--- config.mk ---
export PLATFORM = sky130hd
export DESIGN_NAME = usb_tx_packet_sequencer_flat
export DESIGN_NICKNAME = d
export VERILOG_FILES = /design/src/rtl/usb_pkg.sv /design/src/rtl/usb_tx_packet_sequencer_if.sv /design/src/rtl/usb_crc_unit.sv /design/src/rtl/usb_tx_packet_sequencer.sv /design/src/flat_wrapper.sv
export SDC_FILE = /design/constraint.sdc
export NUM_CORES = 1
export LEC_CHECK = 0
export ABC_AREA = 0
export ABC_CLOCK_PERIOD_IN_PS = 7850
export BUFFER_PORTS_ARGS = -buffer_cell sky130_fd_sc_hd__buf_2
export CAP_MARGIN = 20
export CORE_UTILIZATION = 45
export DETAILED_ROUTE_END_ITERATION = 7
export PLACE_DENSITY = 0.76
export SETUP_SLACK_MARGIN = 0.1
export SKIP_CTS_REPAIR_TIMING = 1
export SLEW_MARGIN = 20
export SYNTH_ARGS = -nofsm -noshare
export SYNTH_HDL_FRONTEND = slang
export SYNTH_SLANG_ARGS = --single-unit
--- constraint.sdc ---
create_clock -name clock -period 7.85 [get_ports clock]
set_input_delay 0.785 -clock clock [delete_from_list [all_inputs] [get_ports clock]]
set_output_delay 0.785 -clock clock [all_outputs]
set_load 0.01 [all_outputs]
--- src/rtl/usb_pkg.sv ---
// Shared types and constants for the USB transmit packet sequencer:
// line commands, PID codes, FSM states and CRC parameters.
package usb_pkg;

    typedef enum logic [1:0] {
        LC_IDLE = 2'd0,
        LC_DATA = 2'd1,
        LC_SE0  = 2'd2,
        LC_J    = 2'd3
    } line_cmd_t;

    typedef enum logic [3:0] {
        PID_OUT   = 4'b0001,
        PID_IN    = 4'b1001,
        PID_SETUP = 4'b1101,
        PID_DATA0 = 4'b0011,
        PID_DATA1 = 4'b1011,
        PID_ACK   = 4'b0010,
        PID_NAK   = 4'b1010,
        PID_STALL = 4'b1110
    } pid_t;

    typedef enum logic [1:0] {
        PK_TOKEN,
        PK_DATA,
        PK_HSHAKE,
        PK_BAD
    } pkt_kind_t;

    typedef enum logic [3:0] {
        ST_IDLE,
        ST_SYNC,
        ST_PID,
        ST_TOKEN,
        ST_DATA,
        ST_CRC,
        ST_FLUSH,
        ST_EOP_SE0,
        ST_EOP_J
    } state_t;

    localparam logic [4:0]  CRC5_POLY    = 5'h05;
    localparam logic [4:0]  CRC5_INIT    = 5'h1F;
    localparam logic [15:0] CRC16_POLY   = 16'h8005;
    localparam logic [15:0] CRC16_INIT   = 16'hFFFF;
    // Sent LSB first: seven zeros then a one.
    localparam logic [7:0]  SYNC_PATTERN = 8'b1000_0000;

    function automatic pkt_kind_t classify_pid(input logic [3:0] pid);
        pkt_kind_t kind;
        kind = PK_BAD;
        case (pid)
            PID_OUT, PID_IN, PID_SETUP:   kind = PK_TOKEN;
            PID_DATA0, PID_DATA1:         kind = PK_DATA;
            PID_ACK, PID_NAK, PID_STALL:  kind = PK_HSHAKE;
            default:                      kind = PK_BAD;
        endcase
        return kind;
    endfunction

endpackage

--- src/rtl/usb_tx_packet_sequencer_if.sv ---
// Request and bit-stream signals between a packet source, the sequencer
// and the downstream bit-stuffer/NRZI encoder.
interface usb_tx_packet_sequencer_if
    import usb_pkg::*;
#(
    parameter int MAX_BYTES = 8
);
    logic                   req_valid;
    logic                   req_ready;
    logic [3:0]             req_pid;
    logic [6:0]             req_addr;
    logic [3:0]             req_endp;
    logic [3:0]             req_len;
    logic [8*MAX_BYTES-1:0] req_data;
    logic                   bit_out;
    logic                   bit_valid;
    logic                   bit_ready;
    line_cmd_t              line_cmd;
    logic                   done;
    logic                   pid_err;

    modport master (
        output req_valid, req_pid, req_addr, req_endp, req_len, req_data, bit_ready,
        input  req_ready, bit_out, bit_valid, line_cmd, done, pid_err
    );

    modport slave (
        input  req_valid, req_pid, req_addr, req_endp, req_len, req_data, bit_ready,
        output req_ready, bit_out, bit_valid, line_cmd, done, pid_err
    );
endinterface

--- src/rtl/usb_crc_unit.sv ---
// Serial USB CRC5/CRC16 generator fed one raw bit at a time in send order;
// presents the complemented remainder and the field bit selected by index.
module usb_crc_unit
    import usb_pkg::*;
(
    input  logic        clock,
    input  logic        clear,
    input  logic        enable,
    input  logic        sel,
    input  logic        din,
    input  logic [3:0]  idx,
    output logic [15:0] field,
    output logic        field_bit
);
    logic [4:0]  crc5;
    logic [15:0] crc16;

    function automatic logic [4:0] crc5_step(input logic [4:0] c, input logic d);
        logic fb;
        fb = d ^ c[4];
        return {c[3:0], 1'b0} ^ (fb ? CRC5_POLY : 5'h00);
    endfunction

    function automatic logic [15:0] crc16_step(input logic [15:0] c, input logic d);
        logic fb;
        fb = d ^ c[15];
        return {c[14:0], 1'b0} ^ (fb ? CRC16_POLY : 16'h0000);
    endfunction

    always_ff @(posedge clock) begin
        if (clear) begin
            crc5  <= CRC5_INIT;
            crc16 <= CRC16_INIT;
        end else if (enable) begin
            if (sel)
                crc16 <= crc16_step(crc16, din);
            else
                crc5 <= crc5_step(crc5, din);
        end
    end

    // Field goes out MSB first, so index 0 selects the top bit.
    assign field     = sel ? ~crc16 : {11'd0, ~crc5};
    assign field_bit = sel ? field[4'd15 - idx] : field[4'd4 - idx];

endmodule

--- src/rtl/usb_tx_packet_sequencer.sv ---
// USB host transmit packet sequencer: walks SYNC, PID, body, CRC and EOP,
// emitting a raw LSB-first bit stream and line-state commands.
module usb_tx_packet_sequencer
    import usb_pkg::*;
#(
    parameter int MAX_BYTES = 8
)(
    input logic                      clock,
    input logic                      reset,
    usb_tx_packet_sequencer_if.slave bus
);
    localparam int DATA_BITS = 8 * MAX_BYTES;
    localparam int CNT_W     = (DATA_BITS > 16) ? $clog2(DATA_BITS) : 4;

    state_t               state, state_nxt, field_after;
    logic [CNT_W-1:0]     idx, idx_nxt, last_idx, data_last;
    pkt_kind_t            req_kind, kind_q;
    logic [3:0]           pid_q, len_q, len_sat;
    logic [10:0]          tok_sr;
    logic [DATA_BITS-1:0] data_sr;
    logic [7:0]           pid_byte;
    logic                 accept, bad_pid, done_q, pid_err_q;
    logic                 bit_valid_c, bit_out_c, crc_en, crc_bit;
    line_cmd_t            line_cmd_c;
    logic [15:0]          crc_field_unused;

    assign req_kind  = classify_pid(bus.req_pid);
    assign accept    = (state == ST_IDLE) && bus.req_valid && (req_kind != PK_BAD);
    assign bad_pid   = (state == ST_IDLE) && bus.req_valid && (req_kind == PK_BAD);
    assign len_sat   = (int'(bus.req_len) > MAX_BYTES) ? 4'(MAX_BYTES) : bus.req_len;
    assign pid_byte  = {~pid_q, pid_q};
    assign data_last = CNT_W'({len_q, 3'b000} - 7'd1);
    assign crc_en    = bit_valid_c && bus.bit_ready && ((state == ST_TOKEN) || (state == ST_DATA));

    always_ff @(posedge clock) begin
        if (reset) begin
            state     <= ST_IDLE;
            idx       <= '0;
            done_q    <= 1'b0;
            pid_err_q <= 1'b0;
        end else begin
            state     <= state_nxt;
            idx       <= idx_nxt;
            done_q    <= (state == ST_EOP_J);
            pid_err_q <= bad_pid;
        end
    end

    // Request fields are captured on accept; body fields then shift out LSB first.
    always_ff @(posedge clock) begin
        if (accept) begin
            kind_q  <= req_kind;
            pid_q   <= bus.req_pid;
            len_q   <= len_sat;
            tok_sr  <= {bus.req_endp, bus.req_addr};
            data_sr <= bus.req_data;
        end else if (bit_valid_c && bus.bit_ready) begin
            if (state == ST_TOKEN) tok_sr  <= tok_sr >> 1;
            if (state == ST_DATA)  data_sr <= data_sr >> 1;
        end
    end

    always_comb begin
        state_nxt   = state;
        idx_nxt     = idx;
        bit_valid_c = 1'b0;
        bit_out_c   = 1'b0;
        line_cmd_c  = LC_IDLE;
        last_idx    = '0;
        field_after = ST_IDLE;
        case (state)
            ST_IDLE: begin
                if (accept) begin
                    state_nxt = ST_SYNC;
                    idx_nxt   = '0;
                end
            end
            ST_SYNC: begin
                bit_out_c   = SYNC_PATTERN[idx[2:0]];
                last_idx    = CNT_W'(7);
                field_after = ST_PID;
            end
            ST_PID: begin
                bit_out_c = pid_byte[idx[2:0]];
                last_idx  = CNT_W'(7);
                case (kind_q)
                    PK_TOKEN: field_after = ST_TOKEN;
                    PK_DATA:  field_after = (len_q == 4'd0) ? ST_CRC : ST_DATA;
                    default:  field_after = ST_FLUSH;
                endcase
            end
            ST_TOKEN: begin
                bit_out_c   = tok_sr[0];
                last_idx    = CNT_W'(10);
                field_after = ST_CRC;
            end
            ST_DATA: begin
                bit_out_c   = data_sr[0];
                last_idx    = data_last;
                field_after = ST_CRC;
            end
            ST_CRC: begin
                bit_out_c   = crc_bit;
                last_idx    = (kind_q == PK_TOKEN) ? CNT_W'(4) : CNT_W'(15);
                field_after = ST_FLUSH;
            end
            ST_FLUSH: begin
                line_cmd_c = LC_DATA;
                idx_nxt    = '0;
                if (bus.bit_ready) state_nxt = ST_EOP_SE0;
            end
            ST_EOP_SE0: begin
                line_cmd_c = LC_SE0;
                if (idx == CNT_W'(1)) begin
                    state_nxt = ST_EOP_J;
                    idx_nxt   = '0;
                end else begin
                    idx_nxt = idx + CNT_W'(1);
                end
            end
            ST_EOP_J: begin
                line_cmd_c = LC_J;
                state_nxt  = ST_IDLE;
            end
            default: state_nxt = ST_IDLE;
        endcase

        // All bit-carrying fields share one advance rule gated by the encoder.
        if ((state == ST_SYNC) || (state == ST_PID) || (state == ST_TOKEN) ||
            (state == ST_DATA) || (state == ST_CRC)) begin
            line_cmd_c  = LC_DATA;
            bit_valid_c = 1'b1;
            if (bus.bit_ready) begin
                if (idx == last_idx) begin
                    state_nxt = field_after;
                    idx_nxt   = '0;
                end else begin
                    idx_nxt = idx + CNT_W'(1);
                end
            end
        end
    end

    usb_crc_unit crc_unit (
        .clock     (clock),
        .clear     (accept),
        .enable    (crc_en),
        .sel       (kind_q == PK_DATA),
        .din       (bit_out_c),
        .idx       (idx[3:0]),
        .field     (crc_field_unused),
        .field_bit (crc_bit)
    );

    assign bus.req_ready = (state == ST_IDLE);
    assign bus.bit_valid = bit_valid_c;
    assign bus.bit_out   = bit_out_c;
    assign bus.line_cmd  = line_cmd_c;
    assign bus.done      = done_q;
    assign bus.pid_err   = pid_err_q;

endmodule

--- src/flat_wrapper.sv ---
// flat-port wrapper written by rule: the top's interface ports become plain ports
module usb_tx_packet_sequencer_flat import usb_pkg::*;
#(
    parameter int MAX_BYTES = 8
)
  (clock, reset, bus_req_valid, bus_req_pid, bus_req_addr, bus_req_endp, bus_req_len, bus_req_data, bus_bit_ready, bus_req_ready, bus_bit_out, bus_bit_valid, bus_line_cmd, bus_done, bus_pid_err);
  usb_tx_packet_sequencer_if #(.MAX_BYTES(MAX_BYTES)) bus_i ();
  input logic clock;
  input logic reset;
  input wire logic [$bits(bus_i.req_valid)-1:0] bus_req_valid;
  input wire logic [$bits(bus_i.req_pid)-1:0] bus_req_pid;
  input wire logic [$bits(bus_i.req_addr)-1:0] bus_req_addr;
  input wire logic [$bits(bus_i.req_endp)-1:0] bus_req_endp;
  input wire logic [$bits(bus_i.req_len)-1:0] bus_req_len;
  input wire logic [$bits(bus_i.req_data)-1:0] bus_req_data;
  input wire logic [$bits(bus_i.bit_ready)-1:0] bus_bit_ready;
  output wire logic [$bits(bus_i.req_ready)-1:0] bus_req_ready;
  output wire logic [$bits(bus_i.bit_out)-1:0] bus_bit_out;
  output wire logic [$bits(bus_i.bit_valid)-1:0] bus_bit_valid;
  output wire logic [$bits(bus_i.line_cmd)-1:0] bus_line_cmd;
  output wire logic [$bits(bus_i.done)-1:0] bus_done;
  output wire logic [$bits(bus_i.pid_err)-1:0] bus_pid_err;
  assign bus_i.req_valid = bus_req_valid;
  assign bus_i.req_pid = bus_req_pid;
  assign bus_i.req_addr = bus_req_addr;
  assign bus_i.req_endp = bus_req_endp;
  assign bus_i.req_len = bus_req_len;
  assign bus_i.req_data = bus_req_data;
  assign bus_i.bit_ready = bus_bit_ready;
  assign bus_req_ready = bus_i.req_ready;
  assign bus_bit_out = bus_i.bit_out;
  assign bus_bit_valid = bus_i.bit_valid;
  assign bus_line_cmd = bus_i.line_cmd;
  assign bus_done = bus_i.done;
  assign bus_pid_err = bus_i.pid_err;
  usb_tx_packet_sequencer #(.MAX_BYTES(MAX_BYTES)) u_core (.clock(clock), .reset(reset), .bus(bus_i));
endmodule
==> results of run 1 <==
-- through the flow --
| stage | hold WS (ns) | std cells | setup WS [ns] | power, W |
|---|---|---|---|---|
| after global placement | 0.471 | 861 | 4.45 | 0.00163 |
| final | 0.475 | 892 | 3.90 | 0.00241 |
| after CTS | 0.484 | 892 | 3.93 | 0.00242 |
| after global routing | 0.515 | 892 | 3.74 | 0.00255 |
| after detailed placement | 0.478 | 861 | 4.30 | 0.00166 |
| after floorplan | 0.457 | 631 | 1.54 | 0.00150 |
-- metal layers --
layer	global-route usage, %	up-vias	part of all wire [%]
li1	-	2302	-
met1	25.5	2159	44
met2	32.3	174	48
met3	4.50	27	6.2
met4	9.52	0	2.1
met5	0	-	0
-- cells by family (layout without fill, tap and decap cells) --
group	Yosys count	count (layout)
AND/OR/NAND/NOR	367	367
AO/OA/AOI/OAI	61	61
buffers and inverters	51	140
flip-flops	119	119
multiplexers	17	17
adder cells (fa/ha/maj)	5	5
XOR/XNOR	11	11
-- Yosys cell counts (9+ instances only) --
master    number  share of area [%]
a21oi_1       17                1.5
clkbuf_1      30                1.9
dfxtp_1       34                 12
edfxtp_1      85                 44
inv_1         11               0.71
mux2i_1       11                1.9
nand2_1      271                 18
nand2b_1       9               0.97
nand3_1       20                1.7
nor2_1        21                1.4
nor3_1        14                1.2
o21ai_0       11               0.95
-- power by group through the flow --
| stage | sequential, W | combinational, W | clock [W] |
|---|---|---|---|
| after floorplan | 0.000996 | 0.000505 | 0 |
| after global placement | 0.00103 | 0.000604 | 0 |
| after detailed placement | 0.00103 | 0.000629 | 0 |
| after CTS | 0.00102 | 0.000636 | 0.000759 |
| after global routing | 0.00105 | 0.000717 | 0.000788 |
| final | 0.00102 | 0.000631 | 0.000752 |
-- registers in the layout (all words and copies together) (netlist names), named ones only --
register               flops
u_core.crc_unit.crc16     16
u_core.data_sr            64
u_core.crc_unit.crc5       5
u_core.kind_q              2
u_core.idx                 6
u_core.len_q               4
u_core.state               4
u_core.bus.pid_err         1
u_core.bus.done            1
u_core.pid_q               4
u_core.tok_sr             11
-- how the worst max path moves through the flow --
| stage | to | slack (ns) | depth (start not counted) |
|---|---|---|---|
| after global placement | bus_bit_out | 4.45 | 7 |
| final | bus_bit_out | 3.90 | 7 |
| after floorplan | u_core.data_sr[0]$_DFFE_PP_ | 1.54 | 5 |
| after global routing | bus_bit_out | 3.74 | 7 |
| after CTS | bus_bit_out | 3.93 | 7 |
| after detailed placement | register | 4.30 | 11 |
-- final cells by class --
cell class                      instances  share of cell area, %
Inverter                               12                  0.650
Clock inverter                         12                   1.95
Multi-Input combinational cell        461                   34.2
Timing Repair Buffer                   97                   7.15
Sequential cell                       119                   46.7
Clock buffer                           19                   6.25
Tap cell                              172                   3.11
-- critical path, cell delays in order (launching register included) --
cell,delay [ns]
dfxtp_1,0.69
inv_1,0.27
ha_1,0.45
mux4_2,0.54
a221oi_2,0.25
o221a_2,0.36
inv_1,0.06
buf_2,0.14
==> out/qor_table.md, run 1 <==
| Result | Value |
|:---|:---|
| TritonCTS clock tree | yes |
| Endpoints failing setup | 0 |
| Growth of design area from synthesis to finish | 19.6% |
| Root Buffer | clkbuf_16 |
| Portion of the clock cycle consumed by the worst path in the final layout | 50.3% |
| Register area | 3230 µm² |
| Die width | 115 µm |
| Hold Fails Final Rpt | 0 |
| Synth Instances | 631 |
| Worst r2r dst | u_core.data_sr[10]$_DFFE_PP_ |
| Unique masters post-synth | 51 |
| Post-placement cell area | 6360 µm² |
| Simple-Gate Fraction of Synth Area | 26.7% |
| Worst Hold Depth | 2 |
| Maximum operating frequency | 253 MHz |
| Setup Skew | 0.00762 ns |
| Routed len/inst | 14.1 µm |
| Clock power share | 31.2% |
| Floorplan row count | 41 |
| Clock insertion delay at the later pin of the skew report | 0.41 ns |
| Data arrival time of the critical path | 3.16 ns |
| Switching power share of the total | 31.6% |
| Effective utilization at floorplan | 46.1% |
| Start of the worst register-to-register path | u_core.state[0]$_SDFF_PP0_ |
| Number of I/O port buffers | 93 |
| Total track usage | 20.0% |
| Fill cell instance count of the final layout | 1103 |
| Required time of the critical path | 7.07 ns |
| Worst setup path startpoint | u_core.idx[0]$_SDFF_PP0_ |
| Routed vias/inst | 5.23 |
| Overall die area | 13300 µm² |
| Net count reported at finish | 800 |
| Final TNS setup | 0 ns |
| Clock Sink Count | 119 |
| Count of antenna diodes in the layout | 0 |
| Crit-path max FO | 14 |
| Outcome | finished clean |
| Main combinational cell family by area after synthesis | simple AND/OR/NAND/NOR gates |
| Multiplexer fraction of the synthesized cell area | 4.04% |
| Synth Flop Type | edfxtp_1 |
| Die span in y | 115 µm |
| Area of combinational cells with multiple inputs | 2370 µm² |
| NetSw | 0.000760 W |
| Maximum Capacitance Violations | 0 |
| Final Wtd Congestion | 0.896 |
| Number of buffers created by CTS | 17 |
| Area inside the core boundary | 12600 µm² |
| Type of element capturing the critical path | primary output |
| Drt initial violations | 377 |
| Leading cell types in the layout, fill and taps excluded | 271 x nand2_1, 93 x buf_2, 85 x edfxtp_1, 34 x dfxtp_1, 21 x nor2_1 |
| Synth Area in XOR/XNOR | 1.66% |
| CTS max path bufs | 2 |
| Total overflow reported by the global router | 0 |
| Fraction of the mapped netlist area in adder cells | 1.08% |
| First-pass GRT wire length | 20700 µm |
| Combinational group share of total power | 26.2% |
| Power Internal | 0.00165 W |
| Post-synth net total | 723 |
| Netlist area before placement | 5790 µm² |
| Total of warnings raised by yosys | 0 |
| Kind of start point of the critical path | register |
| Post-route cell area | 6930 µm² |
| Number of synthesized flops with an enable pin | 85 |
| Hpwl dp | 8280 µm |
| Final slew viol count | 0 |
| Finished Core Util | 55.1% |
| Min-delay worst type | register to register |
| Share of async-settable or async-resettable flops after synthesis | 0% |
| Via count of the first global-routing pass | 4542 |
| Leakage power figure | 3.03 nW |
| Power share of the sequential group | 42.6% |
| Max VDD drop | 0.167 mV |
| Post-synthesis compound-gate area fraction | 7.02% |
| Post-Synthesis Mean Instance Area | 9.18 µm² |
| Worst Reg-to-Reg Cells | 5 |
| Max-slew headroom | 31.5% |
| Number of vias in the routed layout | 4662 |
| Fraction of the yosys area taken by sequential cells | 55.8% |
| DRC viols | 0 |
| Category of the critical setup timing path | register to primary output |
| Maximum level of the CTS H-tree | 4 |
| Min-Delay Endpoint | u_core.crc_unit.crc16[14]$_SDFFE_PN1P_ |
| # IOs | 94 |
| Routed wire length | 12600 µm |
| Initial antenna violation count | 0 |
| Leading cell type in the layout, fill and taps excluded | nand2_1 |
| Power density over the cells | 348 nW/µm² |
| Share of layout cells above drive strength 1 | 19.2% |
| Source of the worst hold timing path | u_core.crc_unit.crc16[13]$_SDFFE_PN1P_ |
| Setup repair after global routing missed its margin | false |
| Number of antenna-violating nets in the routed design | 0 |
| Flip-flop and latch count after synthesis | 119 |
| 1st-pass router iterations | 5 |
| Reg2Reg Setup Slack | 4.60 ns |
| Clock-pin slew reported for the worst setup and hold paths after clock tree synthesis | 0.05 ns |
| Min Clock Period, post-route | 3.95 ns |
| Largest net degree at the start of global routing | 96 |
| Slew at the pin with the worst max-slew slack | 1.02 ns |
Note: power is estimated with default switching activity, not from simulation.
==> run 2: changes to the inputs <==
--- a/config.mk
+++ b/config.mk
@@ -6,12 +6,12 @@
 export NUM_CORES = 1
 export LEC_CHECK = 0
 export ABC_AREA = 0
-export ABC_CLOCK_PERIOD_IN_PS = 7850
+export ABC_CLOCK_PERIOD_IN_PS = 3500
 export BUFFER_PORTS_ARGS = -buffer_cell sky130_fd_sc_hd__buf_2
 export CAP_MARGIN = 20
 export CORE_UTILIZATION = 45
 export DETAILED_ROUTE_END_ITERATION = 7
-export PLACE_DENSITY = 0.76
+export PLACE_DENSITY = 0.78
 export SETUP_SLACK_MARGIN = 0.1
 export SKIP_CTS_REPAIR_TIMING = 1
 export SLEW_MARGIN = 20
==> constraint.sdc (replaced) <==
create_clock -name clock -period 3.5 [get_ports clock]
set_input_delay 0.35 -clock clock [delete_from_list [all_inputs] [get_ports clock]]
set_output_delay 0.35 -clock clock [all_outputs]
set_load 0.01 [all_outputs]
==> run 2 against run 1 <==
- sequential share of layout area fell by 0.41 points
- critical path type unchanged
- largest power group unchanged
- register-to-register slack got worse by 4.1 ns
- clock-buffer cell count fell by 1
==> out/qor_table.md, run 2 (same netlist as run 1, synthesis figures left out) <==
| Result | Value |
|:---|:---|
| Outcome | finished clean |
| DRC viols | 0 |
| Setup repair after global routing missed its margin | false |
| Die span in y | 115 µm |
| Overall die area | 13300 µm² |
| Reg with most FFs | u_core.data_sr |
| Source of the worst hold timing path | bus_req_pid[1] |
| Hpwl dp | 8460 µm |
| Type of element capturing the critical path | primary output |
| Final Wtd Congestion | 0.865 |
| Setup Skew | 0.00630 ns |
| Hold Fails Final Rpt | 0 |
| Routed vias/inst | 5.28 |
| Clock Sink Count | 119 |
| Count of antenna diodes in the layout | 0 |
| Min-Delay Endpoint | u_core.pid_q[1]$_DFFE_PN_ |
| Slew at the pin with the worst max-slew slack | 0.759 ns |
| Worst Reg-to-Reg Cells | 8 |
| Net count reported at finish | 803 |
| Cell Chain, Critical Path | nand2b_1 > mux2i_1 > mux4_2 > a221oi_2 > o221a_2 > inv_1 > buf_2 |
| Final-layout worst hold slack | 0.138 ns |
| Growth of design area from synthesis to finish | 20.7% |
| Floorplan row count | 41 |
| Reg2Reg Setup Slack | 0.52 ns |
| Share of layout cells above drive strength 1 | 20.3% |
| Final slew viol count | 0 |
| Endpoints failing setup | 0 |
| Worst Hold Depth | 1 |
| Number of antenna-violating nets in the routed design | 0 |
| Cell type of the slowest stage on the worst timing path | mux4_2 |
| Die width | 115 µm |
| Via count of the first global-routing pass | 4509 |
| Area of combinational cells with multiple inputs | 2370 µm² |
| Total overflow reported by the global router | 0 |
| Kind of start point of the critical path | register |
| Total track usage | 20.4% |
| CTS max path bufs | 2 |
| Routed len/inst | 14.5 µm |
| Fill cell instance count of the final layout | 1075 |
| Register area | 3230 µm² |
| Number of I/O port buffers | 93 |
| Portion of the clock cycle consumed by the worst path in the final layout | 88.7% |
| Routed wire length | 13000 µm |
| Root Buffer | clkbuf_16 |
| Gate family responsible for the most delay along the worst path | multiplexers |
| Required time of the critical path | 3.15 ns |
| Area inside the core boundary | 12600 µm² |
| Flip-flop count of the largest register, all copies and words added | 64 |
| Data arrival time of the critical path | 2.76 ns |
| Start of the worst register-to-register path | u_core.state[2]$_SDFF_PP0_ |
| Leading cell type in the layout, fill and taps excluded | nand2_1 |
| TritonCTS clock tree | yes |
| Clock-pin slew reported for the worst setup and hold paths after clock tree synthesis | 0.06 ns |
| Effective utilization at floorplan | 46.1% |
| Number of buffers created by CTS | 17 |
| Category of the critical setup timing path | register to primary output |
| Drt initial violations | 365 |
| Registers with the most flip-flops | u_core.data_sr: 64 flops, u_core.crc_unit.crc16: 16 flops, u_core.tok_sr: 11 flops |
| # IOs | 94 |
| Final TNS setup | 0 ns |
| Max-slew headroom | 49.3% |
| 1st-pass router iterations | 5 |
| Number of vias in the routed layout | 4732 |
| Max VDD drop | 0.392 mV |
| Maximum Capacitance Violations | 0 |
| Slowest cell delay on critical path | 0.50 ns |
| Largest net degree at the start of global routing | 75 |
| Initial antenna violation count | 0 |
| Leakage power figure | 3.04 nW |
| Maximum operating frequency | 322 MHz |
| Power density over the cells | 785 nW/µm² |
| Clock insertion delay at the later pin of the skew report | 0.41 ns |
| Critical path buffers and inverters | 2 |
| Min Clock Period, post-route | 3.11 ns |
| Maximum level of the CTS H-tree | 4 |
| Min-delay worst type | primary input to register |
| Crit-path max FO | 8 |
| First-pass GRT wire length | 21000 µm |
| Leading cell types in the layout, fill and taps excluded | 271 x nand2_1, 93 x buf_2, 85 x edfxtp_1, 34 x dfxtp_1, 21 x nor2_1 |
run 2: cell count changes in the layout (fill, tap and decap cells not counted):
cell / previous run / this run
buf_4: 4 / 5
bufinv_16: 3 / 2
clkinv_2: 3 / 1
clkinv_1: 4 / 0
clkinv_4: 0 / 2
clkbuf_1: 2 / 1
buf_12: 0 / 2
inv_6: 0 / 2
clkinvlp_4: 2 / 7
run 2: how the worst max path moves through the flow:
stage,slack [ns],cells after the start,start,to
2_1_floorplan,0.14,5,u_core.state[0]$_SDFF_PP0_,u_core.data_sr[0]$_DFFE_PP_
3_3_place_gp,0.83,7,u_core.state[2]$_SDFF_PP0_,u_core.state[2]$_SDFF_PP0_
3_5_place_dp,0.64,8,u_core.state[2]$_SDFF_PP0_,register
4_1_cts,0.36,7,u_core.kind_q[1]$_DFFE_PN_,bus_bit_out
5_1_grt,0.23,7,u_core.kind_q[1]$_DFFE_PN_,bus_bit_out
6_report,0.39,7,u_core.kind_q[1]$_DFFE_PN_,bus_bit_out
run 2: through the flow:
step                      power (W)  util [%]  cell area, µm²  instances  worst slack (ns)
after floorplan             0.00335         -            5790        631             0.141
after detailed placement    0.00378      51.0            6400        864             0.642
after global routing        0.00578      55.6            6990        896             0.227
after global placement      0.00370      51.0            6400        864             0.825
final                       0.00548      55.6            6990        896             0.394
after CTS                   0.00550      55.6            6990        896             0.361
run 2: layout make-up:
class                   instances  share of cell area [%]
flip-flops and latches        119                    46.3
multi-input cells             461                    33.9
repair buffers                100                    7.77
clock buffers                  18                    6.14
well taps                     172                    3.08
clock inverters                14                    2.18
inverters                      12                   0.645
run 2: metal layers:
layer | track usage (%) | up-vias | part of all wire, %
met4 | 8.23 | 0 | 1.6
met3 | 6.12 | 22 | 6.8
met2 | 32.2 | 203 | 48
met5 | 0 | - | 0
li1 | - | 2308 | -
met1 | 26.4 | 2199 | 43
run 2: where the power goes:
group	switching (W)	total [W]	internal [W]
sequential	0.000204	0.00227	0.00207
combinational	0.000945	0.00151	0.000561
clock	0.000657	0.00171	0.00105
